--- src/rtl/reg_wr_arbiter_if.sv ---
// Bundle for the shared register write port: requester beats in, register write out.
// master = requester side, slave = arbiter side.
interface reg_wr_arbiter_if #(
    parameter int N_REQ = 4
);
    localparam int IDW = $clog2(N_REQ);

    logic [N_REQ-1:0]    req_valid;
    logic [N_REQ-1:0]    req_last;
    logic [N_REQ*32-1:0] req_addr;
    logic [N_REQ*32-1:0] req_data;
    logic [N_REQ-1:0]    req_ready;
    logic [31:0]         reg_addr;
    logic [31:0]         reg_wr_data;
    logic                reg_wr;
    logic [IDW-1:0]      grant_id;
    logic                busy;
    logic                timeout_err;

    modport master (
        output req_valid, req_last, req_addr, req_data,
        input  req_ready, reg_addr, reg_wr_data, reg_wr, grant_id, busy, timeout_err
    );

    modport slave (
        input  req_valid, req_last, req_addr, req_data,
        output req_ready, reg_addr, reg_wr_data, reg_wr, grant_id, busy, timeout_err
    );
endinterface

--- src/rtl/reg_wr_arbiter.sv ---
// Round-robin arbiter in front of the control-register write port.
// Single beats re-arbitrate every cycle; a beat with req_last=0 locks the port
// to its requester until that requester's req_last beat.
// Optional macro REG_WR_ARB_TIMEOUT_EN: force-release a locked burst that
// stalls for MAX_IDLE cycles and pulse timeout_err.
module reg_wr_arbiter #(
    parameter int N_REQ    = 4,
    parameter int MAX_IDLE = 15
) (
    input  logic               clk,
    input  logic               rst,
    reg_wr_arbiter_if.slave    bus
);
    localparam int IDW = $clog2(N_REQ);

    typedef enum logic {IDLE, OWN} state_t;

    state_t                 state_q, state_d;
    logic [IDW-1:0]         ptr_q, ptr_d;
    logic [IDW-1:0]         gid_q, gid_d;
    logic [IDW-1:0]         win_id, acc_id;
    logic                   win_found;
    logic                   accept;
    logic                   timeout_hit;
    logic [N_REQ-1:0]       ready;
    logic [N_REQ-1:0][31:0] addr_v, data_v;
    logic [31:0]            reg_addr_q, reg_data_q;
    logic                   reg_wr_q, busy_q;

    // Legal configurations only; nothing is built here.
    if (N_REQ < 2 || N_REQ > 8 || MAX_IDLE < 1) begin : g_bad_params
    end

    for (genvar i = 0; i < N_REQ; i++) begin : g_unpack
        assign addr_v[i] = bus.req_addr[32*i +: 32];
        assign data_v[i] = bus.req_data[32*i +: 32];
    end

    // k-th requester in search order starting at p.
    function automatic logic [IDW-1:0] rr_idx(input logic [IDW-1:0] p, input int k);
        return IDW'((int'(p) + k) % N_REQ);
    endfunction

    // Next pointer after owner g, wrapping at N_REQ-1.
    function automatic logic [IDW-1:0] rr_next(input logic [IDW-1:0] g);
        return (g == IDW'(N_REQ - 1)) ? '0 : g + 1'b1;
    endfunction

    // First valid requester at or after ptr.
    always_comb begin
        win_found = 1'b0;
        win_id    = '0;
        for (int k = 0; k < N_REQ; k++) begin
            if (!win_found && bus.req_valid[rr_idx(ptr_q, k)]) begin
                win_found = 1'b1;
                win_id    = rr_idx(ptr_q, k);
            end
        end
    end

    // Next state, pointer, owner and the combinational ready vector.
    always_comb begin
        state_d = state_q;
        ptr_d   = ptr_q;
        gid_d   = gid_q;
        ready   = '0;
        accept  = 1'b0;
        acc_id  = gid_q;
        case (state_q)
            IDLE: begin
                if (win_found) begin
                    ready[win_id] = 1'b1;
                    accept        = 1'b1;
                    acc_id        = win_id;
                    gid_d         = win_id;
                    if (bus.req_last[win_id]) ptr_d   = rr_next(win_id);
                    else                      state_d = OWN;
                end
            end
            OWN: begin
                if (timeout_hit) begin
                    // Forced release: a beat offered this cycle is refused.
                    state_d = IDLE;
                    ptr_d   = rr_next(gid_q);
                end else if (bus.req_valid[gid_q]) begin
                    ready[gid_q] = 1'b1;
                    accept       = 1'b1;
                    if (bus.req_last[gid_q]) begin
                        state_d = IDLE;
                        ptr_d   = rr_next(gid_q);
                    end
                end
            end
            default: state_d = IDLE;
        endcase
        // Nothing is handshaken while reset is held.
        if (rst) ready = '0;
    end

    // Arbitration state and the registered write port.
    always_ff @(posedge clk) begin
        if (rst) begin
            state_q    <= IDLE;
            ptr_q      <= '0;
            gid_q      <= '0;
            reg_wr_q   <= 1'b0;
            reg_addr_q <= '0;
            reg_data_q <= '0;
            busy_q     <= 1'b0;
        end else begin
            state_q  <= state_d;
            ptr_q    <= ptr_d;
            gid_q    <= gid_d;
            reg_wr_q <= accept;
            busy_q   <= (state_d == OWN) || accept;
            if (accept) begin
                reg_addr_q <= addr_v[acc_id];
                reg_data_q <= data_v[acc_id];
            end
        end
    end

`ifdef REG_WR_ARB_TIMEOUT_EN
    localparam int CW = $clog2(MAX_IDLE + 1);

    logic [CW-1:0] stall_q;
    logic          tmo_q;

    assign timeout_hit     = (state_q == OWN) && (stall_q == CW'(MAX_IDLE));
    assign bus.timeout_err = tmo_q;

    // Stall counter: cleared outside OWN (so on OWN entry) and on each accepted beat.
    always_ff @(posedge clk) begin
        if (rst) begin
            stall_q <= '0;
            tmo_q   <= 1'b0;
        end else begin
            tmo_q <= timeout_hit;
            if (accept || state_q != OWN)
                stall_q <= '0;
            else if (!bus.req_valid[gid_q] && !timeout_hit)
                stall_q <= stall_q + 1'b1;
        end
    end
`else
    assign timeout_hit     = 1'b0;
    assign bus.timeout_err = 1'b0;
`endif

    assign bus.req_ready   = ready;
    assign bus.reg_wr      = reg_wr_q;
    assign bus.reg_addr    = reg_addr_q;
    assign bus.reg_wr_data = reg_data_q;
    assign bus.grant_id    = gid_q;
    assign bus.busy        = busy_q;
endmodule

--- src/flat_wrapper.sv ---
// flat-port wrapper written by rule: the top's interface ports become plain ports
module reg_wr_arbiter_flat 
#(
    parameter int N_REQ    = 4,
    parameter int MAX_IDLE = 15
)
  (clk, rst, bus_req_valid, bus_req_last, bus_req_addr, bus_req_data, bus_req_ready, bus_reg_addr, bus_reg_wr_data, bus_reg_wr, bus_grant_id, bus_busy, bus_timeout_err);
  reg_wr_arbiter_if #(.N_REQ(N_REQ)) bus_i ();
  input  logic clk;
  input  logic rst;
  input wire logic [$bits(bus_i.req_valid)-1:0] bus_req_valid;
  input wire logic [$bits(bus_i.req_last)-1:0] bus_req_last;
  input wire logic [$bits(bus_i.req_addr)-1:0] bus_req_addr;
  input wire logic [$bits(bus_i.req_data)-1:0] bus_req_data;
  output wire logic [$bits(bus_i.req_ready)-1:0] bus_req_ready;
  output wire logic [$bits(bus_i.reg_addr)-1:0] bus_reg_addr;
  output wire logic [$bits(bus_i.reg_wr_data)-1:0] bus_reg_wr_data;
  output wire logic [$bits(bus_i.reg_wr)-1:0] bus_reg_wr;
  output wire logic [$bits(bus_i.grant_id)-1:0] bus_grant_id;
  output wire logic [$bits(bus_i.busy)-1:0] bus_busy;
  output wire logic [$bits(bus_i.timeout_err)-1:0] bus_timeout_err;
  assign bus_i.req_valid = bus_req_valid;
  assign bus_i.req_last = bus_req_last;
  assign bus_i.req_addr = bus_req_addr;
  assign bus_i.req_data = bus_req_data;
  assign bus_req_ready = bus_i.req_ready;
  assign bus_reg_addr = bus_i.reg_addr;
  assign bus_reg_wr_data = bus_i.reg_wr_data;
  assign bus_reg_wr = bus_i.reg_wr;
  assign bus_grant_id = bus_i.grant_id;
  assign bus_busy = bus_i.busy;
  assign bus_timeout_err = bus_i.timeout_err;
  reg_wr_arbiter #(.N_REQ(N_REQ), .MAX_IDLE(MAX_IDLE)) u_core (.clk(clk), .rst(rst), .bus(bus_i));
endmodule
--- config.mk ---
export PLATFORM = sky130hd
export DESIGN_NAME = reg_wr_arbiter_flat
export DESIGN_NICKNAME = d
export VERILOG_FILES = /design/src/rtl/reg_wr_arbiter_if.sv /design/src/rtl/reg_wr_arbiter.sv /design/src/flat_wrapper.sv
export SDC_FILE = /design/constraint.sdc
export NUM_CORES = 1
export LEC_CHECK = 0
export ABC_AREA = 0
export CAP_MARGIN = 20
export CORE_ASPECT_RATIO = 0.6
export CORE_MARGIN = 4
export CORE_UTILIZATION = 30
export CTS_BUF_LIST = sky130_fd_sc_hd__clkbuf_2 sky130_fd_sc_hd__clkbuf_4 sky130_fd_sc_hd__clkbuf_8
export CTS_CLUSTER_DIAMETER = 50
export CTS_CLUSTER_SIZE = 40
export DETAILED_ROUTE_END_ITERATION = 10
export GPL_TIMING_DRIVEN = 0
export PLACE_DENSITY = 0.7
export SLEW_MARGIN = 10
export SYNTH_ARGS = -nofsm -noshare
export SYNTH_HDL_FRONTEND = slang
export SYNTH_SLANG_ARGS = --single-unit
--- constraint.sdc ---
create_clock -name clk -period 2.5 [get_ports clk]
set_clock_uncertainty 0.15 [all_clocks]
set_input_delay 0.375 -clock clk [delete_from_list [all_inputs] [get_ports clk]]
set_output_delay 0.375 -clock clk [all_outputs]
set_load 0.01 [all_outputs]
==> reports/qor.tcl, run 1 <==
set qor(final-max-slew-violation-count) 0
set qor(seq_power_share_pct) 24.2
set qor(dominantRegCellSynth) {sky130_fd_sc_hd__dfxtp_1}
set qor(wl_met1_um) 9710
set qor(tritoncts) {done}
set qor(drc_errors) 0
set qor(maxCapViolations) 0
set qor(synth_top_family_by_area) {compound AO/OA/AOI/OAI gates}
set qor(yosys_warnings) 0
set qor(post_drt_wl_per_cell_um) 19.0
set qor(worst_path_required_ns) 1.98
set qor(post_route_clock_period_utilization_pct) 102
set qor(timing_worst_slew_pin_value_ns) 0.563
set qor(power_switching_share_pct) 40.4
set qor(fp-row-count) 36
set qor(hold_slack_ns) 0.324
set qor(synth_simple_gate_area_share_pct) 18.0
set qor(setup_repair_after_global_routing_missed_its_margin) {true}
set qor(routed_via_density) 5.07
set qor(setup.worst_path.start_class) {register}
set qor(layout-area-overhead-vs-synth_pct) 81.7
set qor(net-switching-power_w) 0.00346
set qor(max-slew-margin-rel_pct) 62.5
set qor(synth-adder-area-share_pct) 2.03
set qor(globalRoute.totalOverflow) 0
set qor(cts.clk_slew.worst_paths_ns) 0.08
set qor(timing.final.crit_period_ns) 2.54
set qor(arrival_ns) 2.02
set qor(clock_root_buffer_master) {sky130_fd_sc_hd__clkbuf_8}
set qor(vias_in_the_first_global_route) 5869
set qor(grt_pass1_wl_um) 33400
set qor(vdd.ir_drop.worst_mv) 0.425
set qor(design.die.area_um2) 18600
set qor(synth.yosys.seq_area_share_pct) 28.8
set qor(synth-async-reset-ratio_pct) 0
set qor(leading_area_contributor_after_synthesis) {sky130_fd_sc_hd__dfxtp_1}
set qor(final_core_util_pct) 55.5
set qor(clock_insertion_delay_worst_skew_ns) 0.34
set qor(hold_class) {register to register}
set qor(detailedRoute.firstPassIterationCount) 5
set qor(synth.top_cells.by_area) {sky130_fd_sc_hd__dfxtp_1, sky130_fd_sc_hd__mux2i_1, sky130_fd_sc_hd__a21boi_0}
set qor(final-setup-viol-count) 2
set qor(port_buffers) 337
set qor(h_tree_lvls) 3
set qor(synth_seq_cells) 71
set qor(detailed_place_hpwl_um) 17500
set qor(clock_sinks) 71
set qor(clock_tree.buffer_depth) 2
set qor(netlist-cell-type-count) 56
set qor(nets) 1230
set qor(post_synth_xor_area_fraction_pct) 0
set qor(floorplan.die.width_um) 174
set qor(first_iter_violations) 347
set qor(pin_count_of_the_biggest_net_entering_global_routing) 13
set qor(grt_antenna_before_repair) 1
set qor(violations) {setup timing}
set qor(share_comb_of_total_power_pct) 62.8
set qor(synth.area.mux_share_pct) 13.9
set qor(post-synth-top-area-fraction_pct) 28.8
set qor(drive_gt1_share_pct) 9.99
set qor(hold_violations) 0
set qor(power.internal_w) 0.00511
set qor(cp-end-kind) {primary output}
set qor(tritoncts.num_buffers) 9
set qor(n_fill_cell) 1497
set qor(mappedNetlistNets) 873
set qor(wl_met2_um) 10400
set qor(die_height_um) 107
set qor(power.density_cell_area_nw_per_um2) 956
set qor(final.setup.worst_slack_ns) -0.0439
set qor(synth-compound-area-share_pct) 30.4
set qor(globalplace.congestion) 0.891
set qor(p_leak_nw) 3.61
set qor(synth-edff-count) 0
set qor(path_class) {register to primary output}
set qor(status) {finished with violations}
set qor(core_um2) 16200
set qor(grtUsageTotal_pct) 22.7
set qor(cts.hold.buffers_added) 0
set qor(synthCells) 599
set qor(synth.avg_cell_area_um2) 8.24
set qor(route.final.wire_length_um) 22200
set qor(floorplan.initialDensity_pct) 30.5
set qor(power_frac_clock_pct) 12.9
set qor(post_synth_instance_area_um2) 4940
set qor(via_count) 5932
set qor(crit_path_max_fanout) 4
set qor(antenna-diode-count) 0
set qor(timing.fmax_mhz) 393
set qor(antenna_left) 0
set qor(met3RoutedLength_um) 1840
set qor(pin_count) 339
set qor(top_layer_used) {met5}
==> sequential cells by signal, indices dropped and copies added (netlist names) <==
| name | count |
|---|---|
| u_core.state_q | 1 |
| u_core.bus.reg_wr_data | 32 |
| u_core.bus.grant_id | 2 |
| u_core.bus.reg_addr | 32 |
| u_core.bus.reg_wr | 1 |
| u_core.ptr_q | 2 |
| u_core.bus.busy | 1 |
==> cell usage after synthesis, types with 2 or more instances <==
cell type	instances
sky130_fd_sc_hd__nor2_2	2
sky130_fd_sc_hd__buf_1	4
sky130_fd_sc_hd__inv_1	6
sky130_fd_sc_hd__buf_8	5
sky130_fd_sc_hd__a22oi_1	4
sky130_fd_sc_hd__mux2i_1	65
sky130_fd_sc_hd__dfxtp_1	71
sky130_fd_sc_hd__and3_1	64
sky130_fd_sc_hd__a31oi_1	2
sky130_fd_sc_hd__o211ai_1	64
sky130_fd_sc_hd__or4_1	2
sky130_fd_sc_hd__buf_4	3
sky130_fd_sc_hd__nand2_1	73
sky130_fd_sc_hd__o21ai_0	10
sky130_fd_sc_hd__nor2b_1	4
sky130_fd_sc_hd__nor2_1	6
sky130_fd_sc_hd__o21ai_1	57
sky130_fd_sc_hd__clkbuf_1	24
sky130_fd_sc_hd__a21boi_0	64
sky130_fd_sc_hd__a21oi_1	3
sky130_fd_sc_hd__nand2b_1	3
sky130_fd_sc_hd__nand3_1	4
sky130_fd_sc_hd__ha_1	8
sky130_fd_sc_hd__buf_2	19
==> metal layers <==
metal	GRT usage, %	vias to the layer above
met5	0	-
met4	4.18	2
met3	7.27	18
met2	37.2	239
met1	29.7	2747
li1	-	2926
==> final timing paths <==
path                                 from  slack [ns]  cells past startpoint                       to
setup / recovery          u_core.ptr_q[0]       -0.04                      8         bus_req_ready[0]
hold / removal    u_core.bus.reg_addr[24]        0.32                      2  u_core.bus.reg_addr[24]
setup reg to reg   u_core.bus.grant_id[0]        0.17                      7  u_core.bus.reg_addr[19]
hold reg to reg   u_core.bus.reg_addr[24]        0.32                      2  u_core.bus.reg_addr[24]
==> area by class of cell <==
cell class / instances / area, µm² / share of cell area, %
Clock inverter: 5 / 80.1 / 0.893
Tap cell: 209 / 262 / 2.92
Multi-Input combinational cell: 465 / 3280 / 36.6
Inverter: 6 / 25.0 / 0.279
Timing Repair Buffer: 347 / 3430 / 38.2
Buffer: 56 / 315 / 3.52
Sequential cell: 71 / 1430 / 15.9
Clock buffer: 11 / 151 / 1.69
==> critical path, stage by stage, from the launching register on <==
cell                      delay (ns)
sky130_fd_sc_hd__dfxtp_4        0.39
sky130_fd_sc_hd__nor2b_4        0.06
sky130_fd_sc_hd__or4b_4         0.57
sky130_fd_sc_hd__nand2_4        0.11
sky130_fd_sc_hd__inv_4          0.04
sky130_fd_sc_hd__ha_4           0.14
sky130_fd_sc_hd__a22oi_2        0.13
sky130_fd_sc_hd__nor2_1         0.06
sky130_fd_sc_hd__buf_2          0.16
==> power by group through the flow <==
stage / logic (W) / registers [W] / clock network (W)
finish: 0.00539 / 0.00208 / 0.00111
global route: 0.00585 / 0.00215 / 0.00118
CTS: 0.00535 / 0.00207 / 0.00113
detailed placement: 0.00528 / 0.00206 / 0
global placement: 0.00526 / 0.00204 / 0
floorplan: 0.00267 / 0.00227 / 0
==> repair_timing <==
item,in CTS,in global routing
buffers inserted,7,3
resized for setup,43,21
setup endpoints to repair,68,64
pin swaps,7,8
==> cell usage in the layout (no fill, tap or decap), types with 2 or more instances in the layout <==
master / synthesis / layout
sky130_fd_sc_hd__bufinv_16: 0 / 2
sky130_fd_sc_hd__clkbuf_8: 0 / 11
sky130_fd_sc_hd__dfxtp_1: 71 / 68
sky130_fd_sc_hd__nand3_1: 4 / 4
sky130_fd_sc_hd__a21boi_0: 64 / 64
sky130_fd_sc_hd__o211ai_1: 64 / 64
sky130_fd_sc_hd__buf_4: 3 / 12
sky130_fd_sc_hd__a22oi_1: 4 / 2
sky130_fd_sc_hd__buf_1: 4 / 4
sky130_fd_sc_hd__buf_8: 5 / 5
sky130_fd_sc_hd__nor2b_4: 0 / 3
sky130_fd_sc_hd__ha_1: 8 / 6
sky130_fd_sc_hd__a22oi_2: 0 / 2
sky130_fd_sc_hd__and3_1: 64 / 64
sky130_fd_sc_hd__dfxtp_4: 0 / 2
sky130_fd_sc_hd__o21ai_0: 10 / 10
sky130_fd_sc_hd__o21ai_1: 57 / 57
sky130_fd_sc_hd__buf_2: 19 / 23
sky130_fd_sc_hd__clkinvlp_4: 0 / 2
sky130_fd_sc_hd__mux2i_1: 65 / 65
sky130_fd_sc_hd__nor2_4: 0 / 2
sky130_fd_sc_hd__a31oi_1: 2 / 2
sky130_fd_sc_hd__nand2_1: 73 / 72
sky130_fd_sc_hd__clkdlybuf4s50_1: 0 / 329
sky130_fd_sc_hd__clkbuf_2: 1 / 8
sky130_fd_sc_hd__a21oi_1: 3 / 3
sky130_fd_sc_hd__nor2_1: 6 / 6
sky130_fd_sc_hd__clkbuf_1: 24 / 19
sky130_fd_sc_hd__or4_1: 2 / 2
sky130_fd_sc_hd__nand2b_1: 3 / 3
sky130_fd_sc_hd__inv_1: 6 / 5
==> through the flow <==
stage          TNS [ns]  total power (W)  setup slack [ns]  cells  instance area [µm²]
2_1_floorplan         0          0.00493             0.337    599                 4940
3_3_place_gp     -40.96          0.00730            -0.735   1145                 8570
3_5_place_dp     -43.70          0.00734            -0.756   1145                 8570
4_1_cts          -0.130          0.00855           -0.0551   1167                 8900
5_1_grt          -0.494          0.00918            -0.140   1170                 8970
6_report        -0.0746          0.00858           -0.0439   1170                 8970
==> cells by family (layout without fill, tap and decap cells) <==
kind of cell             after synthesis  count (layout)
AO/OA/AOI/OAI                        219             219
AND/OR/NAND/NOR                      170             170
flip-flops                            71              71
other                                  1               1
buffers and inverters                 63             425
adder cells (fa/ha/maj)                8               8
multiplexers                          67              67
No activity file was read; power rests on OpenSTA's default activity.
==> inputs of run 2 (changes only) <==
CORE_UTILIZATION = 37   (was 30)
PLACE_DENSITY = 0.87   (was 0.7)
==> run 2 against run 1 <==
The flow still finishes with violations (setup timing). Routed wire length down 3.3%. Clock power down 10%. First-iteration DRC count down 11%. Die area down 18%. Total power down 2.1%. Global-route usage up 3.4 points. Sequential share of layout area up 0.22 points. Critical path depth up 1. Non-clock buffer count down 6. Critical endpoint is now bus_req_ready[2]. Largest cell class unchanged. Largest power group unchanged.
==> reports/qor.tcl, run 2 (same netlist as run 1, synthesis figures left out) <==
set qor(tritoncts.num_buffers) 9 ;# unchanged
set qor(finalNonFillerCells) 1125 ;# -3.8%
set qor(first_iter_violations) 309 ;# -11%
set qor(final-setup-viol-count) 2 ;# unchanged
set qor(post_drt_wl_per_cell_um) 19.1 ;# +0.56%
set qor(cp-end-kind) {primary output}
set qor(path_class) {input pin to primary output}
set qor(cts.hold.buffers_added) 0 ;# unchanged
set qor(startpoint) {bus_req_valid[0]}
set qor(floorplan.initialDensity_pct) 38.2 ;# +7.6 points
set qor(cts.clk_slew.worst_paths_ns) 0.08 ;# about the same
set qor(design.die.area_um2) 15300 ;# -18%
set qor(nets) 1224 ;# -0.49%
set qor(worst_path_required_ns) 1.98 ;# about the same
set qor(h_tree_lvls) 3 ;# unchanged
set qor(pin_count_of_the_biggest_net_entering_global_routing) 13 ;# unchanged
set qor(placed_cell_area_um2) 8520 ;# -0.57%
set qor(clock_tree.buffer_depth) 2 ;# unchanged
set qor(finalInstanceArea_um2) 8830 ;# -1.5%
set qor(dp_worst_setup_slack_ns) -0.746 ;# +0.0106 ns
set qor(rr_endpoint) {u_core.bus.reg_addr[14]}
set qor(globalRoute.totalOverflow) 0 ;# unchanged
set qor(clock_root_buffer_master) {sky130_fd_sc_hd__clkbuf_8}
set qor(post_route_clock_period_utilization_pct) 102 ;# +0.69 points
set qor(grt_antenna_before_repair) 0 ;# -1
set qor(max-slew-margin-rel_pct) 62.7 ;# +0.25 points
set qor(globalplace.congestion) 0.914 ;# +2.6%
set qor(grt_pass1_wl_um) 31600 ;# -5.5%
set qor(r2r.worst_path.cells) 8 ;# +1
set qor(vias_in_the_first_global_route) 5759 ;# -1.9%
set qor(clock_insertion_delay_worst_skew_ns) 0.34 ;# about the same
set qor(setup_repair_after_global_routing_missed_its_margin) {true}
set qor(final.setup.worst_slack_ns) -0.0611 ;# -0.0173 ns
set qor(setup.worst_path.start_class) {input pin}
set qor(crit_path_max_fanout) 5 ;# +1
set qor(pin_count) 339 ;# unchanged
set qor(timing.fmax_mhz) 390 ;# -0.67%
set qor(numPlacedInstances) 1106 ;# -3.4%
set qor(tritoncts) {done}
set qor(layout-area-overhead-vs-synth_pct) 78.9
set qor(final-max-slew-violation-count) 0 ;# unchanged
set qor(grtUsageTotal_pct) 26.1 ;# +3.4 points
set qor(drive_gt1_share_pct) 8.90 ;# -1.1 points
set qor(drc_errors) 0 ;# unchanged
set qor(antenna-diode-count) 0 ;# unchanged
set qor(violations) {setup timing}
set qor(hold_slack_ns) 0.279 ;# -0.0448 ns
set qor(detailed_place_hpwl_um) 16700 ;# -4.3%
set qor(hold_violations) 0 ;# unchanged
set qor(layout_commonest_cell) {sky130_fd_sc_hd__clkdlybuf4s50_1}
set qor(maxCapViolations) 0 ;# unchanged
set qor(antenna_left) 0 ;# unchanged
set qor(crit_end) {bus_req_ready[2]}
set qor(die_height_um) 97.5 ;# -9.2%
set qor(hold_class) {input pin to register}
set qor(floorplan.die.width_um) 157 ;# -9.5%
set qor(arrival_ns) 2.04 ;# +0.02 ns
set qor(detailedRoute.firstPassIterationCount) 5 ;# unchanged
set qor(clock_sinks) 71 ;# unchanged
set qor(fp-row-count) 32 ;# -11%
set qor(port_buffers) 337 ;# unchanged
set qor(core_um2) 12900 ;# -20%
set qor(route.final.wire_length_um) 21500 ;# -3.3%
set qor(via_count) 5991 ;# +0.99%
set qor(timing_worst_slew_pin_value_ns) 0.559 ;# -0.00370 ns
set qor(timing.final.crit_period_ns) 2.56 ;# +0.0173 ns
set qor(power.density_cell_area_nw_per_um2) 950 ;# -0.61%
set qor(ff_to_ff_setup_slack_ns) 0.10 ;# -0.07 ns
set qor(vdd.ir_drop.worst_mv) 0.445 ;# +4.7%
set qor(crit-reg2reg-launch) {u_core.ptr_q[0]}
set qor(status) {finished with violations}
set qor(routed_via_density) 5.33 ;# +5.0%
set qor(final_cell_mix) {sky130_fd_sc_hd__clkdlybuf4s50_1, sky130_fd_sc_hd__nand2_1, sky130_fd_sc_hd__dfxtp_1}
set qor(p_leak_nw) 3.56 ;# -1.5%
[run 2: cell count changes in the layout (fill, tap and decap cells not counted), sizes merged]
cell,change
buf,-6
clkbuf,+1
bufinv,-1
[run 2: cell type report]
cell class | instances | area (µm²)
buffer | 56 | 310
clock buffer | 12 | 159
clock inverter | 4 | 53.8
fill | 1093 | 4100
inverter | 6 | 22.5
multi-input combinational | 465 | 3260
sequential | 71 | 1430
tap | 170 | 213
timing repair buffer | 341 | 3380
[run 2: what timing repair did]
| item | CTS | global route |
|---|---|---|
| resized for setup | 42 | 10 |
| endpoints found under the setup margin | 68 | 68 |
| endpoints found under the hold margin | 0 | 0 |
| buffers inserted | 3 | 1 |
| pin swaps | 7 | 2 |
[run 2: critical path, cell delays in order]
cell                              delay [ns]
sky130_fd_sc_hd__clkdlybuf4s15_2        0.24
sky130_fd_sc_hd__nor2b_2                0.19
sky130_fd_sc_hd__or4b_4                 0.57
sky130_fd_sc_hd__nand2_4                0.10
sky130_fd_sc_hd__inv_2                  0.04
sky130_fd_sc_hd__ha_2                   0.15
sky130_fd_sc_hd__a22oi_1                0.13
sky130_fd_sc_hd__nor2_1                 0.07
sky130_fd_sc_hd__buf_2                  0.17
[run 2: power breakdown]
group / total [W] / switching, W / internal [W]
sequential: 0.00209 / 0.000379 / 0.00171
combinational: 0.00531 / 0.00257 / 0.00274
clock: 0.000994 / 0.000464 / 0.000529
total: 0.00839 / 0.00342 / 0.00498
[run 2: per-layer routing]
metal / wire, µm / part of all wire, % / vias to the layer above / GRT usage (%)
li1: - / - / 2922 / -
met1: 8890 / 41 / 2783 / 33.0
met2: 10300 / 48 / 269 / 44.2
met3: 2050 / 9.5 / 17 / 8.28
met4: 209 / 0.97 / 0 / 4.16
met5: 0 / 0 / - / 0
[run 2: through the flow]
| stage | util, % | setup TNS, ns | total power, W |
|---|---|---|---|
| final | 68.3 | -0.0999 | 0.00839 |
| after global routing | 68.3 | -0.394 | 0.00891 |
| after CTS | 68.0 | -0.0795 | 0.00833 |
| after detailed placement | 65.9 | -43.97 | 0.00726 |
| after global placement | 65.9 | -40.23 | 0.00719 |
| after floorplan | - | 0 | 0.00493 |
[run 2: how the worst min path moves through the flow]
stage / from / endpoint / slack, ns / depth (start not counted)
2_1_floorplan: rst / u_core.state_q / 0.30 / 1
3_3_place_gp: u_core.bus.reg_addr[24] / u_core.bus.reg_addr[24] / 0.31 / 2
3_5_place_dp: u_core.bus.reg_addr[27] / u_core.bus.reg_addr[27] / 0.32 / 2
4_1_cts: bus_req_valid[0] / u_core.bus.busy / 0.33 / 3
5_1_grt: bus_req_valid[2] / u_core.bus.busy / 0.29 / 3
6_report: bus_req_valid[2] / u_core.bus.busy / 0.28 / 3
==> inputs of run 3 (changes only) <==
CORE_AREA = 2 2 130 132   (was default)
CORE_ASPECT_RATIO = default   (was 0.6)
CORE_MARGIN = default   (was 4)
CORE_UTILIZATION = default   (was 37)
DIE_AREA = 0 0 132 134   (was default)
PLACE_DENSITY = 0.74   (was 0.87)
==> run 3 against run 2 <==
The run still ends with setup timing left. Combinational power increased by 1%. Via count decreased by 0.82%. Cell count increased by 4.6%. Routed wire length increased by 1.2%. Clock-buffer cell count increased by 3. Fmax about the same. Register-to-register slack improved by 0.07 ns. Hold slack improved by 0.017 ns. Sequential power about the same. Critical path depth decreased by 1. Critical path type is now register to primary output.
==> reports/qor.tcl, run 3 (same netlist as run 1, synthesis figures left out) <==
set qor(timing_worst_slew_pin_value_ns) 0.544 ;# -0.0152 ns
set qor(net-switching-power_w) 0.00342 ;# about the same
set qor(pin_count) 339 ;# unchanged
set qor(maxCapViolations) 0 ;# unchanged
set qor(crit_path_max_fanout) 4 ;# -1
set qor(floorplan.initialDensity_pct) 30.3 ;# -7.9 points
set qor(power.internal_w) 0.00495 ;# -0.60%
set qor(detailedRoute.firstPassIterationCount) 5 ;# unchanged
set qor(timing.final.crit_period_ns) 2.56 ;# -0.00166 ns
set qor(post_drt_wl_per_cell_um) 18.5 ;# -3.3%
set qor(clock_tree.buffer_depth) 2 ;# unchanged
set qor(globalRoute.totalOverflow) 0 ;# unchanged
set qor(grtUsageTotal_pct) 23.8 ;# -2.3 points
set qor(globalplace.congestion) 0.827 ;# -9.6%
set qor(timing.critical_path.slowest_stage_cell) {sky130_fd_sc_hd__or4b_4}
set qor(final_cell_mix) {sky130_fd_sc_hd__clkdlybuf4s50_1, sky130_fd_sc_hd__nand2_1, sky130_fd_sc_hd__dfxtp_1}
set qor(vdd.ir_drop.worst_mv) 0.573 ;# +29%
set qor(pin_count_of_the_biggest_net_entering_global_routing) 11 ;# -2
set qor(vias_in_the_first_global_route) 6021 ;# +4.5%
set qor(layout-area-overhead-vs-synth_pct) 80.5
set qor(antenna_left) 0 ;# unchanged
set qor(port_buffers) 337 ;# unchanged
set qor(timing.critical_path.slowest_cell_delay_ns) 0.54 ;# -0.03 ns
set qor(drive_gt1_share_pct) 9.93 ;# +1.0 points
set qor(fp-row-count) 47 ;# +47%
set qor(hold_class) {input pin to register}
set qor(final-setup-viol-count) 3 ;# +1
set qor(grt_antenna_before_repair) 0 ;# unchanged
set qor(antenna-diode-count) 0 ;# unchanged
set qor(final-max-slew-violation-count) 0 ;# unchanged
set qor(max-slew-margin-rel_pct) 63.6 ;# +0.89 points
set qor(violations) {setup timing}
set qor(seq_power_share_pct) 24.8 ;# about the same
set qor(routed_via_density) 5.05 ;# -5.2%
set qor(grt_pass1_wl_um) 33200 ;# +5.1%
set qor(post_route_clock_period_utilization_pct) 102 ;# about the same
set qor(route.final.wire_length_um) 21700 ;# +1.2%
set qor(cts.hold.buffers_added) 0 ;# unchanged
set qor(setup.worst_path.start_class) {register}
set qor(arrival_ns) 2.03 ;# about the same
set qor(power_frac_clock_pct) 11.0 ;# -0.8 points
set qor(floorplan.die.width_um) 132 ;# -16%
set qor(worst_path_required_ns) 1.98 ;# about the same
set qor(timing.fmax_mhz) 391 ;# about the same
set qor(drc_errors) 0 ;# unchanged
set qor(clock_root_buffer_master) {sky130_fd_sc_hd__clkbuf_8}
set qor(fin_setup_tns_ns) -0.149 ;# -0.0491 ns
set qor(status) {finished with violations}
set qor(p_leak_nw) 3.58 ;# +0.63%
set qor(share_comb_of_total_power_pct) 64.2 ;# +0.9 points
set qor(path_cells) {nor2b_4 -> or4b_4 -> nand2_4 -> buf_4 -> ha_4 -> a22oi_2 -> nor2_1 -> buf_2}
set qor(setup_repair_after_global_routing_missed_its_margin) {true}
set qor(cp-end-kind) {primary output}
set qor(detailed_place_hpwl_um) 16800 ;# +0.24%
set qor(path_class) {register to primary output}
set qor(power.density_cell_area_nw_per_um2) 939 ;# -1.2%
set qor(tritoncts.num_buffers) 9 ;# unchanged
set qor(die_height_um) 134 ;# +37%
set qor(via_count) 5942 ;# -0.82%
set qor(final.setup.worst_slack_ns) -0.0595 ;# +0.00166 ns
set qor(power_switching_share_pct) 40.9 ;# +0.16 points
set qor(final_core_util_pct) 54.7 ;# -14 points
set qor(design.die.area_um2) 17700 ;# +15%
set qor(nets) 1227 ;# +0.25%
set qor(clock_sinks) 71 ;# unchanged
set qor(clock_insertion_delay_worst_skew_ns) 0.36 ;# +0.02 ns
set qor(core_um2) 16300 ;# +26%
set qor(layout_commonest_cell) {sky130_fd_sc_hd__clkdlybuf4s50_1}
set qor(h_tree_lvls) 3 ;# unchanged
set qor(cts.clk_slew.worst_paths_ns) 0.08 ;# about the same
set qor(first_iter_violations) 200 ;# -35%
set qor(hold_violations) 0 ;# unchanged
set qor(tritoncts) {done}
run 3: cell count changes in the layout (fill, tap and decap cells not counted), moves of 2 or more:
cell,change
sky130_fd_sc_hd__a22oi_1,-2
sky130_fd_sc_hd__a22oi_2,+2
sky130_fd_sc_hd__buf_4,+4
sky130_fd_sc_hd__clkbuf_1,-4
sky130_fd_sc_hd__clkbuf_2,+3
sky130_fd_sc_hd__clkbuf_4,+2
sky130_fd_sc_hd__clkinvlp_4,-2
run 3: timing repair:
action	CTS	global route
resized for setup	45	22
setup buffers	2	5
endpoints found under the hold margin	0	0
endpoints found under the setup margin	68	63
pin swaps	6	6
run 3: per-stage QoR:
| step | total power, W | setup WS (ns) | area, µm² | std cells | hold slack (ns) |
|---|---|---|---|---|---|
| 6_report | 0.00837 | -0.0595 | 8910 | 1177 | 0.296 |
| 5_1_grt | 0.00894 | -0.134 | 8910 | 1177 | 0.288 |
| 4_1_cts | 0.00831 | -0.0583 | 8830 | 1172 | 0.336 |
| 3_5_place_dp | 0.00731 | -0.822 | 8590 | 1156 | 0.318 |
| 3_3_place_gp | 0.00727 | -0.840 | 8590 | 1156 | 0.311 |
| 2_1_floorplan | 0.00493 | 0.337 | 4940 | 599 | 0.304 |
run 3: cell type report:
cell class,instances,area [µm²]
clock buffer,15,188
buffer,56,315
inverter,6,22.5
fill,1547,7380
sequential,71,1430
timing repair buffer,344,3390
tap,220,275
multi-input combinational,465,3290
run 3: critical path: cells and delay by family, from the launching register on:
kind	cells	cell delay [ns]
adder cells (fa/ha/maj)	1	0.13
buffers and inverters	2	0.28
AND/OR/NAND/NOR	4	0.82
AO/OA/AOI/OAI	1	0.04
flip-flops	1	0.40
run 3: worst paths after layout:
path,from,to,slack (ns),cells after the start
worst min register to register,u_core.bus.reg_wr_data[16],u_core.bus.reg_wr_data[16],0.33,2
worst max register to register,u_core.bus.grant_id[0],u_core.bus.reg_addr[20],0.17,6
worst max-delay path,u_core.ptr_q[0],bus_req_ready[1],-0.06,8
worst min-delay path,bus_req_valid[2],u_core.bus.busy,0.30,3
run 3: power by group through the flow:
stage | logic (W) | registers (W) | clock network [W]
after global placement | 0.00523 | 0.00204 | 0
final | 0.00537 | 0.00208 | 0.000923
after floorplan | 0.00267 | 0.00227 | 0
after CTS | 0.00531 | 0.00206 | 0.000947
after global routing | 0.00579 | 0.00215 | 0.000995
after detailed placement | 0.00526 | 0.00205 | 0
run 3: metal layers:
layer / part of all wire [%] / GRT usage [%] / vias up
met5: 0 / 0 / -
met4: 2.2 / 7.55 / 0
met3: 8.3 / 7.03 / 29
met2: 50 / 42.5 / 261
met1: 40 / 27.3 / 2731
li1: - / - / 2921
==> patch 1, RTL diff (settings of run 2) <==
`N_REQ` is set to 4 in 3 places; all go to 2.
--- a/src/rtl/reg_wr_arbiter_if.sv
+++ b/src/rtl/reg_wr_arbiter_if.sv
@@ -2,5 +2,5 @@
 // master = requester side, slave = arbiter side.
 interface reg_wr_arbiter_if #(
-    parameter int N_REQ = 4
+    parameter int N_REQ = 2
 );
     localparam int IDW = $clog2(N_REQ);
--- a/src/rtl/reg_wr_arbiter.sv
+++ b/src/rtl/reg_wr_arbiter.sv
@@ -5,5 +5,5 @@
 // stalls for MAX_IDLE cycles and pulse timeout_err.
 module reg_wr_arbiter #(
-    parameter int N_REQ    = 4,
+    parameter int N_REQ    = 2,
     parameter int MAX_IDLE = 15
 ) (
--- a/src/flat_wrapper.sv
+++ b/src/flat_wrapper.sv
@@ -2,5 +2,5 @@
 module reg_wr_arbiter_flat 
 #(
-    parameter int N_REQ    = 4,
+    parameter int N_REQ    = 2,
     parameter int MAX_IDLE = 15
 )
Ports: changed (6 resized); port bits go from 339 to 204. No check against the original RTL was run, so the function may have changed too.
==> patch 1 against run 2 <==
  * Register-to-register slack improved by 610 ps
  * Wire length shrank 41%
  * First-iteration DRC count down 43%
  * Design area decreased by 31%
  * Die area is 22% lower
  * Cell count down 33%
  * Worst setup slack improved by 240 ps
  * Synthesized area down 24%
  * Critical path depth fell by 3
  * Sequential cell count shrank 2
Power is not compared: it rests on default switching activity, and its combinational part moved more than twofold at a synthesized area within 25%.
==> patch 1: results (changes against run 2) <==
Status
  • Outcome: complete, no violations

Final layout
  • Inverters: 1 (-5)
  • Fillers: 847 (-23%)
  • Clk tree area frac: 0.03266 (+0.008577)
  • Share of cells above drive strength 1: 0.2707 (+0.1817)
  • Multi-In Gates: 291 (-37%)
  • Seq area share: 0.2254 (+0.06371)
  • Design area: 6130 sq um (-31%)
  • Nets: 746 (-39%)
  • Fraction of area in multi-input gates: 0.3307 (-0.03892)
  • Signal buf overhead: 0.3831 (-0.03491)
  • Non-CTS buffers: 240 (-40%)
  • Sequential cells: 69 (-2.8%)
  • Cell Count, Final, Fillers Out: 752 (-33%)

Critical path
  • Crit path from: rst
  • CP delay by family, top: buffers and inverters
  • Crit Reg-Reg Startpoint: u_core.bus.grant_id
  • Largest stage delay on the critical path: 570 ps (about the same)
  • Crit path DAT: 1790 ps (-250 ps)
  • Critical-path top delay cell: clkdlybuf4s50_1
  • CP max FO: 10 (+5)

Global routing
  • Initial antenna violation count: 0 (unchanged)
  • Global routing usage on met1: 0.2500 (-0.08009)
  • Met2 Usage GRT: 0.3593 (-0.08307)
  • Largest net degree at the start of global routing: 12 (-1)
  • Global-route total usage across every layer: 0.2091 (-0.05162)
  • Vias in the first global route: 3,931 (-32%)
  • First-pass GRT wire length: 20,150 um (-36%)
  • M3 GR Usage: 0.07688 (-0.005897)

Synth
  • Top cells by area, synth: dfxtp_1 37%, a311oi_2 24%, nand2_2 8.3%
  • Synth unique cells: 33 (-41%)
  • Register area share after synthesis: 0.3679 (+0.07999)
  • Top post-synthesis cells by count: 82 x nand2_1, 69 x dfxtp_1, 68 x nor2_1
  • Post-Synthesis Cells: 402 (-33%)
  • Post-synth net total: 536 (-39%)

Routing
  • First DRT Iteration DRCs: 176 (-43%)
  • Wire length on met2: 6146 um (-41%)
  • Wirelength per Cell: 16.93 um (-11%)
  • Metal3 WL: 948 um (-54%)
  • DR top layer: met4
  • Drt pass-1 iters: 4 (-1)
  • M1 WL: 5496 um (-38%)
  • Vias post-DR: 3,781 (-37%)

Clock network
  • Root Buffer: clkbuf_8
  • # H-tree levels: 3 (unchanged)
  • Post-CTS Setup Inserts: 0 (-3)
  • Cts repair resizes: 2 (-95%)

Placement
  • Detailed placer's ending HPWL: 9962 um (-40%)
  • Dpl ws: -98.65 ps (+646.9 ps)
  • Final estimated routing congestion in global placement: 0.8028 (-12%)
  • Placed inst area: 5916 sq um (-31%)
  • PortBufs: 199 (-41%)
  • Placed Cells: 736 (-33%)

STA
  • Worst relative slew slack: 0.4898 (-0.1375)

Floorplanning
  • Num tapcells: 135 (-21%)

Hold path
  • Worst hold start: bus_req_valid[1]
## patch 1: power by group through the flow
stage | registers, uW | logic, uW | clock network [uW]
detailed placement | 1330 | 1350 | 0
CTS | 1310 | 1360 | 958
global route | 1320 | 1450 | 1010
finish | 1310 | 1350 | 940
global placement | 1330 | 1320 | 0
floorplan | 1390 | 663 | 0
## patch 1: cell families (layout without fill, tap and decap cells)
| family | after synthesis | in the layout | synth area share |
|---|---|---|---|
| AND/OR/NAND/NOR | 212 | 212 | 0.2586 |
| AO/OA/AOI/OAI | 77 | 77 | 0.2759 |
| flip-flops | 69 | 69 | 0.3679 |
| buffers and inverters | 42 | 257 | 0.09397 |
| other | 1 | 1 | 0.0009987 |
| multiplexers | 1 | 1 | 0.002666 |
## patch 1: final timing paths
check                                                   to  slack [ps]  cells after the start
worst max register to register     u_core.bus.reg_addr[11]         710                      7
worst max-delay path                      bus_req_ready[0]         180                      6
worst min register to register  u_core.bus.reg_wr_data[20]         350                      2
worst min-delay path                       u_core.bus.busy         150                      3
==> patch 2, RTL diff (flow settings as in run 2) <==
Made on the original files. The option `REG_WR_ARB_TIMEOUT_EN` is turned on by a define.
--- a/src/rtl/reg_wr_arbiter.sv
+++ b/src/rtl/reg_wr_arbiter.sv
@@ -4,4 +4,6 @@
 // Optional macro REG_WR_ARB_TIMEOUT_EN: force-release a locked burst that
 // stalls for MAX_IDLE cycles and pulse timeout_err.
+`define REG_WR_ARB_TIMEOUT_EN
+
 module reg_wr_arbiter #(
     parameter int N_REQ    = 4,
Function: not settled (the Yosys comparison gave no result); the edit may change what the design does.
==> patch 2 against run 2 <==
  * The run still ends with setup timing left
  * Critical path type unchanged
  * Worst setup slack gained 4.8 ps
  * Critical endpoint is now bus_req_ready[1]
  * Global-route usage grew 1.2 points
  * Maximum frequency grew 0.19%
  * Wire length grew 13%
  * Design area grew 7.9%
  * Power grew 9.8%
  * Sequential cell count grew 5
  * Critical path depth is the same
  * Cell count is essentially flat
  * Synthesized area grew 8.0%
==> patch 2: results (changes against run 2) <==
Global routing
  • Global routing usage on met1: 0.3650 (+0.03492)
  • M3 GR Usage: 0.05966 (-0.02311)
  • First-pass GRT wire length: 35,150 um (+11%)
  • Met2 Usage GRT: 0.4570 (+0.01465)
  • Vias in the first global route: 6,125 (+6.4%)

Routing
  • First DRT Iteration DRCs: 524 (+70%)
  • Vias per cell: 5.543 (+4.1%)
  • M1 WL: 10,240 um (+15%)
  • Metal3 WL: 1918 um (-6.4%)
  • Wire length on met2: 11,630 um (+12%)
  • Detailed Route WL: 24,190 um (+13%)

Power and ir drop
  • Leak pwr: 0.003856 uW (+8.3%)
  • P_sw: 3950 uW (+16%)
  • Worst IR Drop VDD: 568.3 uV (+28%)

Placement
  • PortBufs: 338 (+0.30%)
  • Placed inst area: 8959 sq um (+5.1%)
  • Detailed placer's ending HPWL: 18,600 um (+11%)
  • Dpl ws: -1515 ps (-769.1 ps)
  • Placed Cells: 1,095 (-0.99%)

Clock network
  • Post-CTS Setup Inserts: 13 (+10)

STA
  • Endpoints failing setup: 4 (+2)
  • Total negative slack: -167.4 ps (-67.43 ps)
  • Setup slack after layout: -56.34 ps (+4.813 ps)
  • Worst relative slew slack: 0.4438 (-0.1836)

Critical path
  • CP max FO: 7 (+2)
  • CP Capture Point: bus_req_ready[1]
  • FF-to-FF setup slack: 40 ps (-60 ps)

Status
  • Failing checks: setup timing
  • Outcome: finished with violations

Final layout
  • Nets: 1,203 (-1.7%)
  • Share of cells above drive strength 1: 0.2092 (+0.1202)
  • Fillers: 1,116 (+2.1%)

Hold path
  • Tightest Hold Check Type: reg2reg

Synth
  • Synth unique cells: 43 (-23%)
  • Top post-synthesis cells by count: 81 x nor2_1, 76 x dfxtp_1, 67 x mux2i_1
  • Post-Synthesis Cells: 565 (-5.7%)
  • Register area share after synthesis: 0.2852 (-0.002641)
  • Post-synth net total: 840 (-3.8%)
  • Top cells by area, synth: dfxtp_1 29%, a2111oi_2 17%, mux2i_1 13%
## patch 2: changes by cell type in the layout (fill, tap and decap cells not counted), sizes merged, moves of 5 or more
cell,delta
o21ai,-65
dfxtp,+5
buf,+8
a21boi,-64
a2111oi,+64
nor2,+73
a21oi,+9
o211ai,-65
a211oi,+63
nand2,-61
## patch 2: worst min-delay path by stage
stage	startpoint	to	slack, ps	cells after the start
6_report	u_core.bus.reg_addr[11]	u_core.bus.reg_addr[11]	350	2
2_1_floorplan	u_core.stall_q[1]	u_core.stall_q[1]	330	2
3_5_place_dp	u_core.bus.reg_addr[13]	u_core.bus.reg_addr[13]	340	2
3_3_place_gp	u_core.bus.reg_addr[11]	u_core.bus.reg_addr[11]	330	2
5_1_grt	u_core.bus.reg_addr[11]	u_core.bus.reg_addr[11]	370	2
4_1_cts	u_core.bus.reg_addr[13]	u_core.bus.reg_addr[13]	350	2
## patch 2: final cells by class
type	instances	area, sq um	area share
well taps	192	240.2	0.02521
inverters	5	23.77	0.002494
clock buffers	11	151.4	0.01589
flip-flops and latches	76	1534	0.1610
plain buffers	55	366.6	0.03847
multi-input cells	427	3666	0.3847
clock inverters	4	48.80	0.005120
repair buffers	354	3500	0.3672
## patch 2: logic make-up after synthesis
| family | synth area share |
|---|---|
| AOI/OAI and AO/OA | 0.3157 |
| buffers and inverters | 0.06357 |
| and+or+nand+nor | 0.1795 |
| adders and majority gates | 0.02111 |
| DFF | 0.2852 |
| muxes | 0.1349 |
## patch 2: power groups by stage
stage / combinational, uW / clock, uW / sequential [uW]
floorplan: 3170 / 0 / 2250
global placement: 5630 / 0 / 2050
detailed placement: 5730 / 0 / 2060
CTS: 5980 / 1020 / 2040
global route: 6560 / 1060 / 2120
finish: 6160 / 999 / 2060
